--- src/rtl/udp_tx_arbiter_pkg.sv ---
// udp_tx_arb_pkg: state encoding, default widths and watchdog counter width for udp_tx_arbiter
package udp_tx_arb_pkg;
  typedef enum logic [1:0] {IDLE = 2'd0, BUSY = 2'd1, DONE = 2'd2} state_e;
  localparam int DEF_LEN_W = 12;
  localparam int DEF_MAX_LEN = 1472;
  localparam int TO_W = 16;
endpackage

--- src/rtl/udp_tx_arbiter_if.sv ---
// udp_tx_arbiter_if: frame-source side and streamer side of the UDP TX arbiter
interface udp_tx_arbiter_if #(
  parameter int NCH = 4,
  parameter int LEN_W = udp_tx_arb_pkg::DEF_LEN_W
);
  logic [NCH-1:0] req, fifo_rxen_o, grant, done;
  logic [NCH*LEN_W-1:0] len_i;
  logic [NCH*8-1:0] fifo_rxd_i;
  logic tx_fs, tx_fd, st_rxen, err_timeout;
  logic [LEN_W-1:0] tx_len;
  logic [7:0] st_rxd;
  modport slave (
    input req, len_i, fifo_rxd_i, tx_fd, st_rxen,
    output fifo_rxen_o, grant, done, tx_fs, tx_len, st_rxd, err_timeout
  );
  modport master (
    output req, len_i, fifo_rxd_i, tx_fd, st_rxen,
    input fifo_rxen_o, grant, done, tx_fs, tx_len, st_rxd, err_timeout
  );
endinterface

--- src/rtl/udp_tx_arbiter_rr_pick.sv ---
// rr_pick: first set request at or above ptr, wrapping from NCH-1 back to 0
module rr_pick #(
  parameter int NCH = 4,
  localparam int PW = $clog2(NCH)
) (
  input  logic [NCH-1:0] req_i,
  input  logic [PW-1:0]  ptr_i,
  output logic [PW-1:0]  win_o,
  output logic           valid_o
);
  logic [PW-1:0] idx;
  always_comb begin
    win_o = '0;
    idx = '0;
    for (int k = NCH - 1; k >= 0; k--) begin
      idx = PW'((int'(ptr_i) + k) % NCH);
      win_o = req_i[idx] ? idx : win_o;
    end
  end
  assign valid_o = |req_i;
endmodule

--- src/rtl/udp_tx_arbiter.sv ---
// udp_tx_arbiter: round-robin share of one FIFO-to-UDP streamer among NCH frame sources.
// Define UDP_TX_ARB_TIMEOUT_EN to abort frames whose streamer never reports tx_fd.
module udp_tx_arbiter
  import udp_tx_arb_pkg::*;
#(
  parameter int NCH = 4,
  parameter int LEN_W = DEF_LEN_W,
  parameter int MAX_LEN = DEF_MAX_LEN,
  parameter int TIMEOUT_CYC = 65535
) (
  input logic clk,
  input logic rst,
  udp_tx_arbiter_if.slave bus
);
  localparam int PW = $clog2(NCH);
  state_e state_q, state_d;
  logic [PW-1:0] sel_q, sel_d, ptr_q, ptr_d, win;
  logic [NCH-1:0] grant_q, grant_d, done_q, done_d, req_m;
  logic [LEN_W-1:0] len_q, len_d, len_w;
  logic mask_q, mask_d, skip_q, skip_d, win_v, zero, fire;
  // the source just served is hidden for one IDLE cycle so a held req cannot win twice in a row
  assign req_m = bus.req & ~(mask_q ? NCH'(1) << sel_q : '0);
  rr_pick #(.NCH(NCH)) u_pick (.req_i(req_m), .ptr_i(ptr_q), .win_o(win), .valid_o(win_v));
  assign len_w = bus.len_i[win*LEN_W +: LEN_W];
  assign zero = len_w == '0;
`ifdef UDP_TX_ARB_TIMEOUT_EN
  logic [TO_W-1:0] cnt_q;
  always_ff @(posedge clk or posedge rst)
    if (rst) cnt_q <= '0;
    else cnt_q <= state_q == BUSY ? cnt_q + 1'b1 : '0;
  assign fire = state_q == BUSY && !bus.tx_fd && cnt_q == TO_W'(TIMEOUT_CYC - 1);
`else
  assign fire = 1'b0;
`endif
  always_comb begin
    state_d = state_q;
    sel_d = sel_q;
    ptr_d = ptr_q;
    grant_d = grant_q;
    len_d = len_q;
    skip_d = skip_q;
    done_d = '0;
    mask_d = 1'b0;
    case (state_q)
      IDLE: if (win_v) begin
        sel_d = win;
        grant_d = NCH'(1) << win;
        len_d = len_w > LEN_W'(MAX_LEN) ? LEN_W'(MAX_LEN) : len_w;
        skip_d = zero;
        state_d = zero ? DONE : BUSY;
        done_d = zero ? NCH'(1) << win : '0;
      end
      BUSY: if (bus.tx_fd || fire) begin
        state_d = DONE;
        done_d = grant_q;
      end
      // a started frame lingers at least one cycle past its done pulse; a skipped one does not
      DONE: if (!bus.tx_fd && (done_q == '0 || skip_q)) begin
        state_d = IDLE;
        grant_d = '0;
        ptr_d = sel_q == PW'(NCH - 1) ? '0 : sel_q + 1'b1;
        mask_d = 1'b1;
      end
      default: state_d = IDLE;
    endcase
  end
  always_ff @(posedge clk or posedge rst)
    if (rst) begin
      state_q <= IDLE;
      sel_q <= '0;
      ptr_q <= '0;
      grant_q <= '0;
      done_q <= '0;
      len_q <= '0;
      mask_q <= 1'b0;
      skip_q <= 1'b0;
    end else begin
      state_q <= state_d;
      sel_q <= sel_d;
      ptr_q <= ptr_d;
      grant_q <= grant_d;
      done_q <= done_d;
      len_q <= len_d;
      mask_q <= mask_d;
      skip_q <= skip_d;
    end
  assign bus.grant = grant_q;
  assign bus.done = done_q;
  assign bus.tx_fs = state_q == BUSY;
  assign bus.tx_len = len_q;
  assign bus.err_timeout = fire;
  assign bus.fifo_rxen_o = (state_q == BUSY && bus.st_rxen) ? NCH'(1) << sel_q : '0;
  assign bus.st_rxd = state_q == BUSY ? bus.fifo_rxd_i[sel_q*8 +: 8] : '0;
endmodule
--- src/flat_wrapper.sv ---
// flat-port wrapper written by rule: the top's interface ports become plain ports
module udp_tx_arbiter_flat import udp_tx_arb_pkg::*;
#(
  parameter int NCH = 4,
  parameter int LEN_W = DEF_LEN_W,
  parameter int MAX_LEN = DEF_MAX_LEN,
  parameter int TIMEOUT_CYC = 65535
)
  (clk, rst, bus_req, bus_len_i, bus_fifo_rxd_i, bus_tx_fd, bus_st_rxen, bus_fifo_rxen_o, bus_grant, bus_done, bus_tx_fs, bus_tx_len, bus_st_rxd, bus_err_timeout);
  udp_tx_arbiter_if #(.NCH(NCH), .LEN_W(LEN_W)) bus_i ();
  input logic clk;
  input logic rst;
  input wire logic [$bits(bus_i.req)-1:0] bus_req;
  input wire logic [$bits(bus_i.len_i)-1:0] bus_len_i;
  input wire logic [$bits(bus_i.fifo_rxd_i)-1:0] bus_fifo_rxd_i;
  input wire logic [$bits(bus_i.tx_fd)-1:0] bus_tx_fd;
  input wire logic [$bits(bus_i.st_rxen)-1:0] bus_st_rxen;
  output wire logic [$bits(bus_i.fifo_rxen_o)-1:0] bus_fifo_rxen_o;
  output wire logic [$bits(bus_i.grant)-1:0] bus_grant;
  output wire logic [$bits(bus_i.done)-1:0] bus_done;
  output wire logic [$bits(bus_i.tx_fs)-1:0] bus_tx_fs;
  output wire logic [$bits(bus_i.tx_len)-1:0] bus_tx_len;
  output wire logic [$bits(bus_i.st_rxd)-1:0] bus_st_rxd;
  output wire logic [$bits(bus_i.err_timeout)-1:0] bus_err_timeout;
  assign bus_i.req = bus_req;
  assign bus_i.len_i = bus_len_i;
  assign bus_i.fifo_rxd_i = bus_fifo_rxd_i;
  assign bus_i.tx_fd = bus_tx_fd;
  assign bus_i.st_rxen = bus_st_rxen;
  assign bus_fifo_rxen_o = bus_i.fifo_rxen_o;
  assign bus_grant = bus_i.grant;
  assign bus_done = bus_i.done;
  assign bus_tx_fs = bus_i.tx_fs;
  assign bus_tx_len = bus_i.tx_len;
  assign bus_st_rxd = bus_i.st_rxd;
  assign bus_err_timeout = bus_i.err_timeout;
  udp_tx_arbiter #(.NCH(NCH), .LEN_W(LEN_W), .MAX_LEN(MAX_LEN), .TIMEOUT_CYC(TIMEOUT_CYC)) u_core (.clk(clk), .rst(rst), .bus(bus_i));
endmodule
--- config.mk ---
export PLATFORM = sky130hd
export DESIGN_NAME = udp_tx_arbiter_flat
export DESIGN_NICKNAME = d
export VERILOG_FILES = /design/src/rtl/udp_tx_arbiter_pkg.sv /design/src/rtl/udp_tx_arbiter_if.sv /design/src/rtl/udp_tx_arbiter_rr_pick.sv /design/src/rtl/udp_tx_arbiter.sv /design/src/flat_wrapper.sv
export SDC_FILE = /design/constraint.sdc
export NUM_CORES = 1
export LEC_CHECK = 0
export ABC_AREA = 1
export ABC_CLOCK_PERIOD_IN_PS = 5760
export BUFFER_PORTS_ARGS = -buffer_cell sky130_fd_sc_hd__buf_4
export CAP_MARGIN = 20
export CORE_MARGIN = 2
export CORE_UTILIZATION = 25
export CTS_BUF_LIST = sky130_fd_sc_hd__clkbuf_8 sky130_fd_sc_hd__clkbuf_16
export DETAILED_ROUTE_END_ITERATION = 7
export GPL_ROUTABILITY_DRIVEN = 0
export PLACE_DENSITY = 0.55
export SKIP_LAST_GASP = 1
export SLEW_MARGIN = 30
export SYNTH_ARGS = -nofsm -noshare
export SYNTH_HDL_FRONTEND = slang
export SYNTH_HIERARCHICAL = 1
export SYNTH_SLANG_ARGS = --single-unit
--- constraint.sdc ---
create_clock -name clk -period 5.76 [get_ports clk]
set_input_delay 0.864 -clock clk [delete_from_list [all_inputs] [get_ports clk]]
set_output_delay 0.864 -clock clk [all_outputs]
set_load 0.1 [all_outputs]
Word-level counts from Yosys, hierarchy flattened
Cells that the tools add are included.
{"block": "classes", "order_cmp": 5, "n_reduce_logical": 13, "n_mul": 1, "n_bitwise": 2, "eq_ne": 6, "div": 0, "addsub": 4, "shifts": 4, "n_mux": 31}
{"operator": "indexed part select 48 x 7 -> 12 bit", "n": 1}
{"operator": "indexed part select 32 x 6 -> 8 bit", "n": 1}
{"operator": "2-to-1 mux 4 bit", "n": 7}
{"operator": "2-to-1 mux 2 bit", "n": 9}
{"operator": "one-hot mux 4 bit (2 select lines)", "n": 2}
{"operator": "> comparator 12 x 11 -> 1 bit (second input constant)", "n": 1}
{"operator": "logical NOT 12 bit", "n": 1}
{"operator": "< comparator 2 x 3 -> 1 bit (second input constant)", "n": 4}
{"operator": "2-to-1 mux 12 bit", "n": 1}
{"operator": "binary-select mux 1 bit (select 2 bit)", "n": 4}
{"operator": "2-to-1 mux 8 bit", "n": 1}
{"operator": "<< shifter 1 x 2 -> 4 bit (first input constant)", "n": 2}
{"operator": "2-to-1 mux 1 bit", "n": 6}
{"operator": "one-hot mux 2 bit (3 select lines)", "n": 1}
{"operator": "AND reduction 3 bit", "n": 2}
{"operator": "adder 2 x 1 -> 2 bit (second input constant)", "n": 2}
{"operator": "adder 2 bit (second input constant)", "n": 2}
{"operator": "bitwise AND 4 bit", "n": 1}
{"operator": "== test 2 bit (second input constant)", "n": 2}
{"operator": "logical NOT 4 bit", "n": 1}
{"operator": "multiplier 2 x 2 -> 4 bit (second input constant)", "n": 1}
{"operator": "inequality test 2 bit (second input constant)", "n": 2}
{"operator": "inverter 4 bit", "n": 1}
{"operator": "AND reduction 2 bit", "n": 2}
{"operator": "other kinds (8)", "n": 9}
{"block": "totals", "mem_bits_rw": 0, "in_bits": 88, "memories": 0, "latch_bits": 0, "rom_bits": 0, "regBits": 28}

Longest topological paths before layout
Gate-level depths: netlist of run 1.
{"block": "logic_depth", "depth_word": 16, "depth_mapped": 27}

Cells and area by module
Netlist of run 1, hierarchy kept.
{"module": "udp_tx_arbiter", "cells_per_inst": 360, "n_inst": 1, "area_each_um2": 2258.4}
{"module": "rr_pick", "cells_per_inst": 44, "n_inst": 1, "area_each_um2": 198.9}

Worst setup path before layout of run 1
No wires, ideal clock.
{"block": "synth_path", "kind": "reg-to-output", "startpoint": "register u_core.state_q[1]", "endpoint": "output port bus_st_rxd[0]", "setup_slack_ns": 0.937, "stages_incl_launch_ff": 4, "arrival_ns": 3.959, "path_cell_list": "dfrtp_1 > nor2_1 > clkinv_1 > a21oi_1"}
{"block": "synth_via", "elab_chain_cells": 2}
{"element": "from (decl)", "line": "udp_tx_arbiter.sv:16", "source": "state_e state_q, state_d;"}
{"element": "from (signal assigned)", "line": "udp_tx_arbiter.sv:78", "source": "state_q <= state_d;"}
{"element": "== test 2 x 1 -> 1 bit"}
{"element": "net bus_tx_fs", "line": "flat_wrapper.sv:21", "source": "output wire logic [$bits(bus_i.tx_fs)-1:0] bus_tx_fs;"}
{"element": "2-to-1 mux 8 bit", "line": "udp_tx_arbiter.sv:93", "source": "assign bus.st_rxd = state_q == BUSY ? bus.fifo_rxd_i[sel_q*8 +: 8] : '0;"}
{"element": "to (decl)", "line": "flat_wrapper.sv:23", "source": "output wire logic [$bits(bus_i.st_rxd)-1:0] bus_st_rxd;"}
The timed path passes the listed nets, and every way through them passes these cells.

Final worst setup path of run 1
{"block": "layout_path", "startpoint": "register u_core.sel_q[0]", "endpoint": "register u_core.len_q[6] (netlist: u_core/bus.tx_len[6])"}
{"block": "layout_via", "elab_chain_cells": 14}
{"element": "from (decl)", "line": "udp_tx_arbiter.sv:17", "source": "logic [PW-1:0] sel_q, sel_d, ptr_q, ptr_d, win;"}
{"element": "from (signal assigned)", "line": "udp_tx_arbiter.sv:79", "source": "sel_q <= sel_d;"}
{"element": "<< shifter 1 x 2 -> 4 bit (*)", "line": "udp_tx_arbiter.sv:22", "source": "assign req_m = bus.req & ~(mask_q ? NCH'(1) << sel_q : '0);"}
{"element": "2-to-1 mux 4 bit (*)", "line": "udp_tx_arbiter.sv:22"}
{"element": "inverter 4 bit (*)", "line": "udp_tx_arbiter.sv:22"}
{"element": "bitwise AND 4 bit (*)", "line": "udp_tx_arbiter.sv:22"}
{"element": "net u_core.req_m[2]", "line": "udp_tx_arbiter.sv:18", "source": "logic [NCH-1:0] grant_q, grant_d, done_q, done_d, req_m;"}
{"element": "binary-select mux 1 bit (select 2 bit)", "line": "udp_tx_arbiter_rr_pick.sv:17", "source": "win_o = req_i[idx] ? idx : win_o;"}
{"element": "2-to-1 mux 1 bit (implied by the code)", "line": "udp_tx_arbiter_rr_pick.sv:17"}
{"element": "2-to-1 mux 2 bit (3 in series)", "line": "udp_tx_arbiter_rr_pick.sv:17"}
{"element": "2-to-1 mux 2 bit (*)", "line": "udp_tx_arbiter_rr_pick.sv:17"}
{"element": "net u_core.win[0]", "line": "udp_tx_arbiter.sv:17"}
{"element": "multiplier 2 x 2 -> 4 bit (*)", "line": "udp_tx_arbiter.sv:24", "source": "assign len_w = bus.len_i[win*LEN_W +: LEN_W];"}
{"element": "indexed part select 48 x 7 -> 12 bit (*)", "line": "udp_tx_arbiter.sv:24"}
{"element": "> comparator 12 x 11 -> 1 bit", "line": "udp_tx_arbiter.sv:48", "source": "len_d = len_w > LEN_W'(MAX_LEN) ? LEN_W'(MAX_LEN) : len_w;"}
{"element": "2-to-1 mux 12 bit (*)", "line": "udp_tx_arbiter.sv:48"}
{"element": "to (signal assigned)", "line": "udp_tx_arbiter.sv:83", "source": "len_q <= len_d;"}
{"element": "to (decl)", "line": "udp_tx_arbiter.sv:19", "source": "logic [LEN_W-1:0] len_q, len_d, len_w;"}
Mark *: on every way through the listed nets, which the timed path passes. The rest lies on a longest branch. The select of a mux whose other input is x is not followed.
A chain may end at the register's enable or synchronous reset.

==> results of run 1 <==
[worst min-delay path, stage by stage, from the launching register on]
cell     delay, ns
dfrtp_1       0.35
nand2_1       0.06
o21ai_2       0.05
[cell usage in the layout, fill, tap and decap left out, drive strengths merged, types with 16 or more instances in the layout]
cell type,count
buf,120
nand2,167
inv,35
nand3,29
dfrtp,28
a21oi,16
nor2,59
o21ai,29
[logic make-up after synthesis]
group                    Yosys count
AND/OR/NAND/NOR                  264
buffers and inverters             54
AO/OA/AOI/OAI                     51
flip-flops                        28
adder cells (fa/ha/maj)            4
other                              1
XOR/XNOR                           1
multiplexers                       1
[layer usage]
layer,global-route usage,part of all wire,vias up
met3,0.02712,0.096,8
met5,0,0,-
met4,0.02530,0.011,0
li1,-,-,1466
met2,0.2378,0.45,118
met1,0.1844,0.44,1196
[final timing paths]
path                                  from                    to  slack [ns]  cells past startpoint
max reg2reg                u_core/sel_q[0]  u_core/bus.tx_len[6]        1.51                     20
max in group asynchronous              rst  u_core/bus.tx_len[8]        4.74                      2
min                          u_core/skip_q         u_core/skip_q        0.49                      2
max                        u_core/sel_q[0]  u_core/bus.tx_len[6]        1.51                     20
min reg2reg                  u_core/skip_q         u_core/skip_q        0.49                      2
min in group asynchronous              rst  u_core/bus.tx_len[4]        0.64                      2
[state kept, by name, summed over array words and instances, names as in the netlist]
register / count
u_core/bus.tx_len: 12
u_core/sel_q: 2
u_core/skip_q: 1
u_core/mask_q: 1
u_core/bus.grant: 4
u_core/ptr_q: 2
u_core/state_q: 2
u_core/bus.done: 4
[cell type report]
cell class	count	share of cell area
clock inverter	1	0.008633
multi-input combinational	322	0.4299
inverter	37	0.04137
clock buffer	3	0.01187
tap	133	0.04784
timing repair buffer	120	0.2590
sequential	28	0.2014
[through the flow]
step,hold WS [ns],setup WS (ns)
global route,0.5189,0.9736
floorplan,0.4550,0.9373
detailed placement,0.4736,1.550
global placement,0.4772,1.703
CTS,0.4997,1.518
finish,0.4939,1.508
==> summary.md, run 1 <==
| Metric | Value |
|---|---|
| Io pins | `122` |
| Mapped Cells | `404` |
| Starting Density | `0.2549` |
| CTS Buf Count | `3` |
| Main synth FF type | `dfrtp_1` |
| Top cell type's share of synthesized area | `0.2851` |
| WS Path Type | `reg2reg` |
| Hold Violations, Final | `0` |
| Synthesized-area fraction occupied by and/or/nand/nor cells | `0.4633` |
| Wirelength per Cell | `11.94 µm` |
| CTS sink cnt | `28` |
| Final number of max-transition violations | `0` |
| Area Overhead vs Synth | `41.55%` |
| Setup TNS | `0 ns` |
| Top-count cell post-synth | `nand2_1` |
| Yosys warnings | `6` |
| Worst slew pin tran | `0.8684 ns` |
| CP Buf/Inv Count | `5` |
| Fill count | `1066` |
| CTS tree | `yes` |
| DRC Markers | `0` |
| Slew headroom | `0.4197` |
| Async set or reset register ratio after synthesis | `1.000` |
| Root Buffer | `clkbuf_8` |
| Largest family of logic cells by synthesized area | `simple AND/OR/NAND/NOR gates` |
| Register area | `700.7 µm²` |
| Total Nets Final | `604` |
| Xor and xnor area share after synthesis | `0.003564` |
| Cell Area, Synth | `2457 µm²` |
| Gr usage total | `0.1392` |
| Die W | `103.1 µm` |
| Number of cells after detailed placement | `640` |
| CP arrival | `4.43 ns` |
| Rows | `36` |
| Routed vias/inst | `4.329` |
| Critical Path Source Type | `flip-flop` |
| Total die area | `10640 µm²` |
| Top cells by area, synth | `dfrtp_1 29%, nand2_1 24%, nor2_1 7.9%, nand3_1 5.3%, o21ai_0 5.1%` |
| Clock skew | `0.003491 ns` |
| Cts repair resizes | `0` |
| Final instance area | `3478 µm²` |
| Final setup vio count | `0` |
| Final Core Density | `0.3609` |
| Drt pass-1 iters | `4` |
| EDFF count, synth | `0` |
| Initial antenna violation count | `0` |
| CP endpoint kind | `flip-flop` |
| Synth Area per Inst | `6.083 µm²` |
| Number of global-route vias before repair | `2633` |
| DR iter-0 viols | `94` |
| Count of different cell masters after synthesis | `32` |
| Worst skew pair latency | `0.27 ns` |
| Synth cell count leaders | `156 x nand2_1, 52 x nor2_1, 29 x inv_1, 28 x dfrtp_1, 26 x nand3_1` |
| Worst path cell trace | `inv_1 -> ha_1 -> a21boi_0 -> inv_1 -> nand2_1 -> nand3_1 -> nand2_1 -> nand3_1 -> nand3_1 -> nand2_1 -> inv_1 -> inv_4 -> nand2_1 -> nand2_1 -> nand2_1 -> nand3_1 -> o21ai_2 -> nand3_1 -> nand2_1 -> inv_1` |
| Tmin final | `4.252 ns` |
| ANT nets after route | `0` |
| Worst-path fanout max | `26` |
| Post-DP HPWL | `6265 µm` |
| Worst path max stage delay | `0.75 ns` |
| Hold-fix buffers, CTS | `0` |
| Outcome | `complete, no violations` |
| Largest delay contributor family on the critical path | `buffers and inverters` |
| CP dominant cell by count | `nand2_1` |
| Unrepaired setup endpoints after global routing | `no` |
| Area leader, netlist | `dfrtp_1` |
| CP Data Required Time | `5.94 ns` |
| Number of max-cap violations | `0` |
| Share of layout cells above drive strength 1 | `0.3151` |
| Mux share of post-synthesis cell area | `0.004582` |
| Syn_nets | `496` |
| Number of setup buffers added after CTS | `0` |
| H-tree levels | `1` |
| Seq cells post-synth | `28` |
| Synth Area in Adders | `0.02037` |
| Global-route wire length before repair | `11920 µm` |
| Die height | `103.1 µm` |
| Post-synthesis compound-gate area fraction | `0.1151` |
| Area after DPL | `3407 µm²` |
| N_diodes | `0` |
| Reg clk slew, reported paths | `0.09 ns` |
| Footprint of the multi-input gates | `1495 µm²` |
| Seq/Total Area, Yosys | `0.2851` |
| WL final | `7689 µm` |
| Core area | `9639 µm²` |
| Final non-filler cell total | `644` |
| IO Port Bufs | `120` |
| Slowest CP cell | `dfrtp_1` |
| Fin crit share | `0.7382` |
| Via Count | `2788` |
| Hold WC Path Type | `reg2reg` |
| Largest net degree at the start of global routing | `29` |
| Grt total ovfl | `0` |
| Longest Clk Path Bufs | `2` |
| Fmax | `235.2 MHz` |
Power of run 1 is not shown: default switching activity piles up to over one toggle a cycle in this logic, so the estimate is an artifact.
==> run 2: changes to the inputs <==
Settings changed: ABC_AREA 1 to 0, ABC_CLOCK_PERIOD_IN_PS 5760 to 3800, PLACE_DENSITY 0.55 to 0.6.
Clock period 5.76 ns to 3.8 ns, I/O delays scaled along.
==> run 2 against run 1 <==
Effect of this change: wire length fell by 27%; count of clock-buffer cells in the layout did not move; maximum frequency rose by 26%; register-to-register slack got worse by 1.1 ns; clock skew rose by 0.0029 ns; synthesized cell count fell by 61%; area after synthesis fell by 22%.
==> summary.md, run 2 <==
| Metric | Value |
|---|---|
| Longest Clk Path Bufs | `2 (unchanged)` |
| Critical Path Source Type | `flip-flop (unchanged)` |
| Worst Reg-to-Reg Cells | `10 (was 20)` |
| Xor and xnor area share after synthesis | `0 (was 0.003564)` |
| Hold-fix buffers, CTS | `0 (unchanged)` |
| Seq cells post-synth | `28 (unchanged)` |
| Share of layout cells above drive strength 1 | `0.5964 (was 0.3151)` |
| Synth Area per Inst | `12.21 µm² (was 6.083 µm²)` |
| Slowest CP cell | `mux4_2 (was dfrtp_1)` |
| Unrepaired setup endpoints after global routing | `no (unchanged)` |
| Hold Violations, Final | `0 (unchanged)` |
| Routed vias/inst | `4.658 (was 4.329)` |
| Worst path max stage delay | `0.57 ns (was 0.75 ns)` |
| Outcome | `complete, no violations (unchanged)` |
| Grt total ovfl | `0 (unchanged)` |
| Cell Area, Synth | `1917 µm² (was 2457 µm²)` |
| Static Leak | `1.418 nW` |
| CTS sink cnt | `28 (unchanged)` |
| Clock skew | `0.006428 ns (was 0.003491 ns)` |
| CP endpoint kind | `flip-flop (unchanged)` |
| Largest net degree at the start of global routing | `29 (unchanged)` |
| Commonest non-fill, non-tap cell in the layout | `buf_4 (was nand2_1)` |
| Worst-path fanout max | `18 (was 26)` |
| Final setup vio count | `0 (unchanged)` |
| Mapped Cells | `157 (was 404)` |
| Worst slew pin tran | `0.6092 ns (was 0.8684 ns)` |
| Fill count | `707 (was 1066)` |
| Reg-to-reg startpoint | `u_core/sel_q[1] (was u_core/sel_q[0])` |
| Synthesized-area fraction occupied by and/or/nand/nor cells | `0.1403 (was 0.4633)` |
| Pwr dens | `864.0 nW/µm²` |
| Main synth FF type | `dfrtp_1 (unchanged)` |
| N_diodes | `0 (unchanged)` |
| Wirelength per Cell | `14.94 µm (was 11.94 µm)` |
| DRC Markers | `0 (unchanged)` |
| Footprint of the multi-input gates | `1142 µm² (was 1495 µm²)` |
| Reg clk slew, reported paths | `0.10 ns (was 0.09 ns)` |
| Seq/Total Area, Yosys | `0.3655 (was 0.2851)` |
| Core area | `7331 µm² (was 9639 µm²)` |
| Count of different cell masters after synthesis | `38 (was 32)` |
| Drt pass-1 iters | `4 (unchanged)` |
| Number of max-cap violations | `0 (unchanged)` |
| Fmax | `297.5 MHz (was 235.2 MHz)` |
| Final Core Density | `0.4110 (was 0.3609)` |
| EDFF count, synth | `0 (unchanged)` |
| Most frequent cells in the layout | `123 x buf_4, 27 x dfrtp_1, 20 x mux4_2, 12 x nand2_1, 10 x and2_1 (was 156 x nand2_1, 120 x buf_4, 52 x nor2_1, 28 x inv_1, 28 x dfrtp_1)` |
| Power Total | `0.002603 W` |
| CTS tree | `yes (unchanged)` |
| Top cell type's share of synthesized area | `0.3655 (was 0.2851)` |
| Syn_nets | `249 (was 496)` |
| Total die area | `8384 µm² (was 10640 µm²)` |
| CP dominant cell by count | `a22o_1 (was nand2_1)` |
| Register area | `701.9 µm² (was 700.7 µm²)` |
| Global-route wire length before repair | `9094 µm (was 11920 µm)` |
| DR iter-0 viols | `46 (was 94)` |
| Rows | `31 (was 36)` |
| Top-count cell post-synth | `dfrtp_1 (was nand2_1)` |
| Io pins | `122 (unchanged)` |
| Mux share of post-synthesis cell area | `0.2467 (was 0.004582)` |
| WL final | `5589 µm (was 7689 µm)` |
| Slew headroom | `0.5938 (was 0.4197)` |
| Worst path cell trace | `ha_1 -> a21boi_0 -> inv_1 -> a22o_1 -> a211oi_4 -> buf_12 -> mux4_2 -> a211o_1 -> a41oi_4 -> a22o_1 (was inv_1 -> ha_1 -> a21boi_0 -> inv_1 -> nand2_1 -> nand3_1 -> nand2_1 -> nand3_1 -> nand3_1 -> nand2_1 -> inv_1 -> inv_4 -> nand2_1 -> nand2_1 -> nand2_1 -> nand3_1 -> o21ai_2 -> nand3_1 -> nand2_1 -> inv_1)` |
| Setup TNS | `0 ns (unchanged)` |
| Area leader, netlist | `dfrtp_1 (unchanged)` |
| Hold WC Path Type | `in2async (was reg2reg)` |
| Initial antenna violation count | `0 (unchanged)` |
| CP Data Required Time | `4.02 ns (was 5.94 ns)` |
| Gr usage total | `0.1338 (was 0.1392)` |
| WS Path Type | `reg2reg (unchanged)` |
| Via Count | `1742 (was 2788)` |
| Synth Area in Adders | `0.02611 (was 0.02037)` |
| Starting Density | `0.2615 (was 0.2549)` |
| Top cells by area, synth | `dfrtp_1 37%, mux4_2 23%, a22o_1 3.7%, and2_1 3.3%, ha_1 2.6% (was dfrtp_1 29%, nand2_1 24%, nor2_1 7.9%, nand3_1 5.3%, o21ai_0 5.1%)` |
| Area Overhead vs Synth | `57.18% (was 41.55%)` |
| Post-DP HPWL | `4639 µm (was 6265 µm)` |
| Synth cell count leaders | `28 x dfrtp_1, 20 x mux4_2, 12 x nand2_1, 10 x and2_1 (was 156 x nand2_1, 52 x nor2_1, 29 x inv_1, 28 x dfrtp_1, 26 x nand3_1)` |
| Tmin final | `3.362 ns (was 4.252 ns)` |
| Total Nets Final | `368 (was 604)` |
| Fin crit share | `0.8847 (was 0.7382)` |
| Die height | `91.57 µm (was 103.1 µm)` |
| ANT nets after route | `0 (unchanged)` |
| CP arrival | `3.59 ns (was 4.43 ns)` |
| Yosys warnings | `6 (unchanged)` |
| Async set or reset register ratio after synthesis | `1.000 (unchanged)` |
| Setup crit start | `u_core/sel_q[1] (was u_core/sel_q[0])` |
| Post-synthesis compound-gate area fraction | `0.1736 (was 0.1151)` |
| Number of global-route vias before repair | `1893 (was 2633)` |
| R2R setup slack | `0.44 ns (was 1.51 ns)` |
| Final number of max-transition violations | `0 (unchanged)` |
| Max reg flops | `12 (unchanged)` |
| VDD IR max | `0.2978 mV` |
| CTS Buf Count | `3 (unchanged)` |
| H-tree levels | `1 (unchanged)` |
| Worst skew pair latency | `0.28 ns (was 0.27 ns)` |
| Root Buffer | `clkbuf_8 (unchanged)` |
| Die W | `91.57 µm (was 103.1 µm)` |
| IO Port Bufs | `120 (unchanged)` |
| Largest family of logic cells by synthesized area | `multiplexers (was simple AND/OR/NAND/NOR gates)` |
run 2: critical path, delay by kind of cell, from the launching register on:
family	cells	cell delay, ns
AOI/OAI and AO/OA	6	1.66
DFF	1	0.51
adders and majority gates	1	0.24
buffers and inverters	2	0.33
muxes	1	0.57
run 2: logic make-up after synthesis:
family / count (synthesis)
adder cells (fa/ha/maj): 4
AND/OR/NAND/NOR: 44
AO/OA/AOI/OAI: 40
other: 1
flip-flops: 28
multiplexers: 22
buffers and inverters: 18
run 2: final timing paths:
path | to
setup / recovery | u_core/bus.tx_len[2]
hold / removal | u_core/skip_q
setup reg to reg | u_core/bus.tx_len[2]
hold reg to reg | u_core/bus.tx_len[10]
max in group asynchronous | u_core/sel_q[1]
min in group clk | u_core/bus.tx_len[10]
run 2: power by group:
group | total, W | switching (W) | internal [W] | leakage (nW)
Combinational | 0.00189 | 0.00131 | 0.000587 | 1.03
Clock | 0.000236 | 0.0000952 | 0.000141 | 0.0357
Sequential | 0.000473 | 0.0000816 | 0.000391 | 0.356
run 2: area by class of cell:
cell class / count / area share
multi-input cells: 111 / 0.3792
repair buffers: 124 / 0.3131
flip-flops and latches: 28 / 0.2330
well taps: 99 / 0.04111
clock buffers: 3 / 0.01370
clock inverters: 1 / 0.009967
inverters: 8 / 0.009967
run 2: routing by layer:
layer	GRT usage	vias to the layer above	share of wire
met3	0.03734	4	0.11
li1	-	835	-
met2	0.2347	90	0.48
met5	0	-	0
met1	0.1621	813	0.40
met4	0.03030	0	0.0072
run 2: what timing repair did:
| item | 4_1_cts | 5_1_grt |
|---|---|---|
| endpoints found under the setup margin | 0 | 1 |
| resized for setup | 0 | 1 |
| buffers inserted | 0 | 0 |
run 2: per-stage QoR:
stage          setup WS (ns)  cell area (µm²)  instances  hold slack [ns]
2_1_floorplan         0.3847             1917        157           0.4556
3_3_place_gp          0.3659             2938        370           0.4663
5_1_grt               0.1573             3013        374           0.4092
3_5_place_dp          0.2896             2938        370           0.4816
6_report              0.4382             3013        374           0.3589
4_1_cts               0.2695             3009        374           0.3802
No activity file was read; power rests on OpenSTA's default activity.
==> run 3: changes to the inputs <==
Settings changed: ABC_CLOCK_PERIOD_IN_PS 3800 to 3600, CAP_MARGIN 20 to 15, GPL_ROUTABILITY_DRIVEN 0 to default, PLACE_DENSITY 0.6 to 0.58.
Clock period 3.8 ns to 3.6 ns, I/O delays scaled along.
==> run 3 against run 2 <==
Effect of this change: sequential power increased by 4%; first-iteration DRC count decreased by 4.3%; sequential cell count unchanged; hold slack got worse by 0.033 ns; register-to-register slack got worse by 0.11 ns; total power increased by 2.6%; die area unchanged; maximum frequency increased by 2.8%; non-clock buffer count increased by 2; critical path type unchanged.
==> summary.md, run 3 (synthesized netlist as in run 2, its figures left out) <==
| Metric | Value |
|---|---|
| Outcome | `complete, no violations (unchanged)` |
| IO Port Bufs | `120 (unchanged)` |
| VDD IR max | `0.2958 mV (was 0.2978 mV)` |
| Die height | `91.57 µm (unchanged)` |
| Register area | `700.7 µm² (was 701.9 µm²)` |
| Number of setup buffers added after CTS | `0 (unchanged)` |
| Clock skew | `0.004941 ns (was 0.006428 ns)` |
| Fmax | `305.7 MHz (was 297.5 MHz)` |
| CP arrival | `3.48 ns (was 3.59 ns)` |
| Root Buffer | `clkbuf_8 (unchanged)` |
| ANT nets after route | `0 (unchanged)` |
| Number of global-route vias before repair | `1870 (was 1893)` |
| Die W | `91.57 µm (unchanged)` |
| Worst path cell trace | `ha_1 -> a21boi_0 -> inv_1 -> a22o_1 -> a211oi_4 -> buf_12 -> mux4_2 -> a211o_1 -> a41oi_4 -> a22o_1 (unchanged)` |
| Worst path max stage delay | `0.57 ns (about the same)` |
| DRC Markers | `0 (unchanged)` |
| Most frequent cells in the layout | `125 x buf_4, 28 x dfrtp_1, 20 x mux4_2, 12 x nand2_1, 10 x and2_1 (was 123 x buf_4, 27 x dfrtp_1, 20 x mux4_2, 12 x nand2_1, 10 x and2_1)` |
| Via Count | `1756 (was 1742)` |
| Largest delay contributor family on the critical path | `compound AO/OA/AOI/OAI gates (unchanged)` |
| CP endpoint kind | `flip-flop (unchanged)` |
| Core area | `7331 µm² (unchanged)` |
| Number of max-cap violations | `0 (unchanged)` |
| CTS tree | `yes (unchanged)` |
| Starting Density | `0.2615 (unchanged)` |
| Fin crit share | `0.9085 (was 0.8847)` |
| Longest Clk Path Bufs | `2 (unchanged)` |
| Max reg flops | `12 (unchanged)` |
| Final setup vio count | `0 (unchanged)` |
| Drt pass-1 iters | `4 (unchanged)` |
| Global-route wire length before repair | `9094 µm (unchanged)` |
| Total die area | `8384 µm² (unchanged)` |
| Gr usage total | `0.1349 (was 0.1338)` |
| Static Leak | `1.416 nW (was 1.418 nW)` |
| Worst skew pair latency | `0.27 ns (was 0.28 ns)` |
| Grt total ovfl | `0 (unchanged)` |
| Slowest CP cell | `mux4_2 (unchanged)` |
| Fill count | `725 (was 707)` |
| Hold-fix buffers, CTS | `0 (unchanged)` |
| Share of layout cells above drive strength 1 | `0.5942 (was 0.5964)` |
| Tmin final | `3.271 ns (was 3.362 ns)` |
| Setup TNS | `0 ns (unchanged)` |
| WL final | `5481 µm (was 5589 µm)` |
| DR iter-0 viols | `44 (was 46)` |
| Hold WC Path Type | `in2async (unchanged)` |
| CP Buf/Inv Count | `2 (unchanged)` |
| Routed vias/inst | `4.683 (was 4.658)` |
| N_diodes | `0 (unchanged)` |
| Slew headroom | `0.5663 (was 0.5938)` |
| Cts repair resizes | `0 (unchanged)` |
| Area Overhead vs Synth | `56.33% (was 57.18%)` |
| Reg clk slew, reported paths | `0.08 ns (was 0.10 ns)` |
| Final Core Density | `0.4088 (was 0.4110)` |
| CTS Buf Count | `3 (unchanged)` |
| Pwr dens | `891.6 nW/µm² (was 864.0 nW/µm²)` |
| Power Total | `0.002672 W (was 0.002603 W)` |
| CTS sink cnt | `28 (unchanged)` |
| CP Data Required Time | `3.81 ns (was 4.02 ns)` |
| Io pins | `122 (unchanged)` |
| Hold Violations, Final | `0 (unchanged)` |
| Rows | `31 (unchanged)` |
| Footprint of the multi-input gates | `1142 µm² (unchanged)` |
| Reg-to-reg startpoint | `u_core/sel_q[0] (was u_core/sel_q[1])` |
| Total Nets Final | `370 (was 368)` |
| H-tree levels | `1 (unchanged)` |
| R2R setup slack | `0.33 ns (was 0.44 ns)` |
| Critical Path Source Type | `flip-flop (unchanged)` |
| Critical R2R Capture | `u_core/bus.tx_len[0] (was u_core/bus.tx_len[2])` |
| WS Path Type | `reg2reg (unchanged)` |
| Post-DP HPWL | `4582 µm (was 4639 µm)` |
| Worst Reg-to-Reg Cells | `10 (unchanged)` |
| CP dominant cell by count | `a22o_1 (unchanged)` |
| Unrepaired setup endpoints after global routing | `no (unchanged)` |
| Commonest non-fill, non-tap cell in the layout | `buf_4 (unchanged)` |
| Worst-path fanout max | `18 (unchanged)` |
| Largest net degree at the start of global routing | `29 (unchanged)` |
| Worst slew pin tran | `0.6492 ns (was 0.6092 ns)` |
| Placer Congestion | `0.8019` |
| Wirelength per Cell | `14.62 µm (was 14.94 µm)` |
| Hold_ws | `0.3258 ns (was 0.3589 ns)` |
| Initial antenna violation count | `0 (unchanged)` |
| Final number of max-transition violations | `0 (unchanged)` |
==> run 3: changes by cell type in the layout (fill, tap and decap cells not counted) <==
cell       before  now
dfrtp_1        27   28
dfrtp_2         1    0
buf_4         123  125
bufinv_16       1    0
==> run 3: final cells by class <==
class	count	share of cell area
tap	99	0.04134
multi-input combinational	111	0.3812
clock buffer	3	0.01378
inverter	8	0.01002
sequential	28	0.2338
timing repair buffer	126	0.3198
==> run 3: worst max path at each step <==
stage          depth (start not counted)            start  slack [ns]              endpoint
4_1_cts                               10  u_core/sel_q[0]        0.31    u_core/bus.done[2]
3_5_place_dp                          10  u_core/sel_q[0]        0.33  u_core/bus.tx_len[3]
5_1_grt                               11  u_core/sel_q[1]        0.04    u_core/bus.done[2]
2_1_floorplan                         12  u_core/sel_q[0]        0.18     u_core/state_q[0]
3_3_place_gp                          10  u_core/sel_q[0]        0.38     u_core/state_q[0]
6_report                              10  u_core/sel_q[0]        0.33  u_core/bus.tx_len[0]
==> run 3: layer usage <==
metal	global-route usage	vias up	share of wire	routed length, µm
met4	0.03030	0	0.0078	43
met2	0.2316	94	0.49	2666
met1	0.1710	819	0.41	2228
met3	0.03320	5	0.099	542
li1	-	838	-	-
met5	0	-	0	0
==> run 3: stage by stage <==
stage | cell area (µm²) | std cells | worst slack (ns)
after floorplan | 1917 | 157 | 0.1847
after global placement | 2953 | 372 | 0.3818
after detailed placement | 2953 | 372 | 0.3298
after CTS | 2994 | 375 | 0.3090
after global routing | 2997 | 375 | 0.04341
final | 2997 | 375 | 0.3292
==> run 3: where the power goes <==
part | leakage, nW | internal [W] | switching [W] | total, W
logic | 1.04 | 0.000632 | 0.00139 | 0.00202
registers | 0.357 | 0.000412 | 0.0000775 | 0.000490
clock network | 0.0216 | 0.0000750 | 0.0000892 | 0.000164
total | 1.42 | 0.00112 | 0.00155 | 0.00267
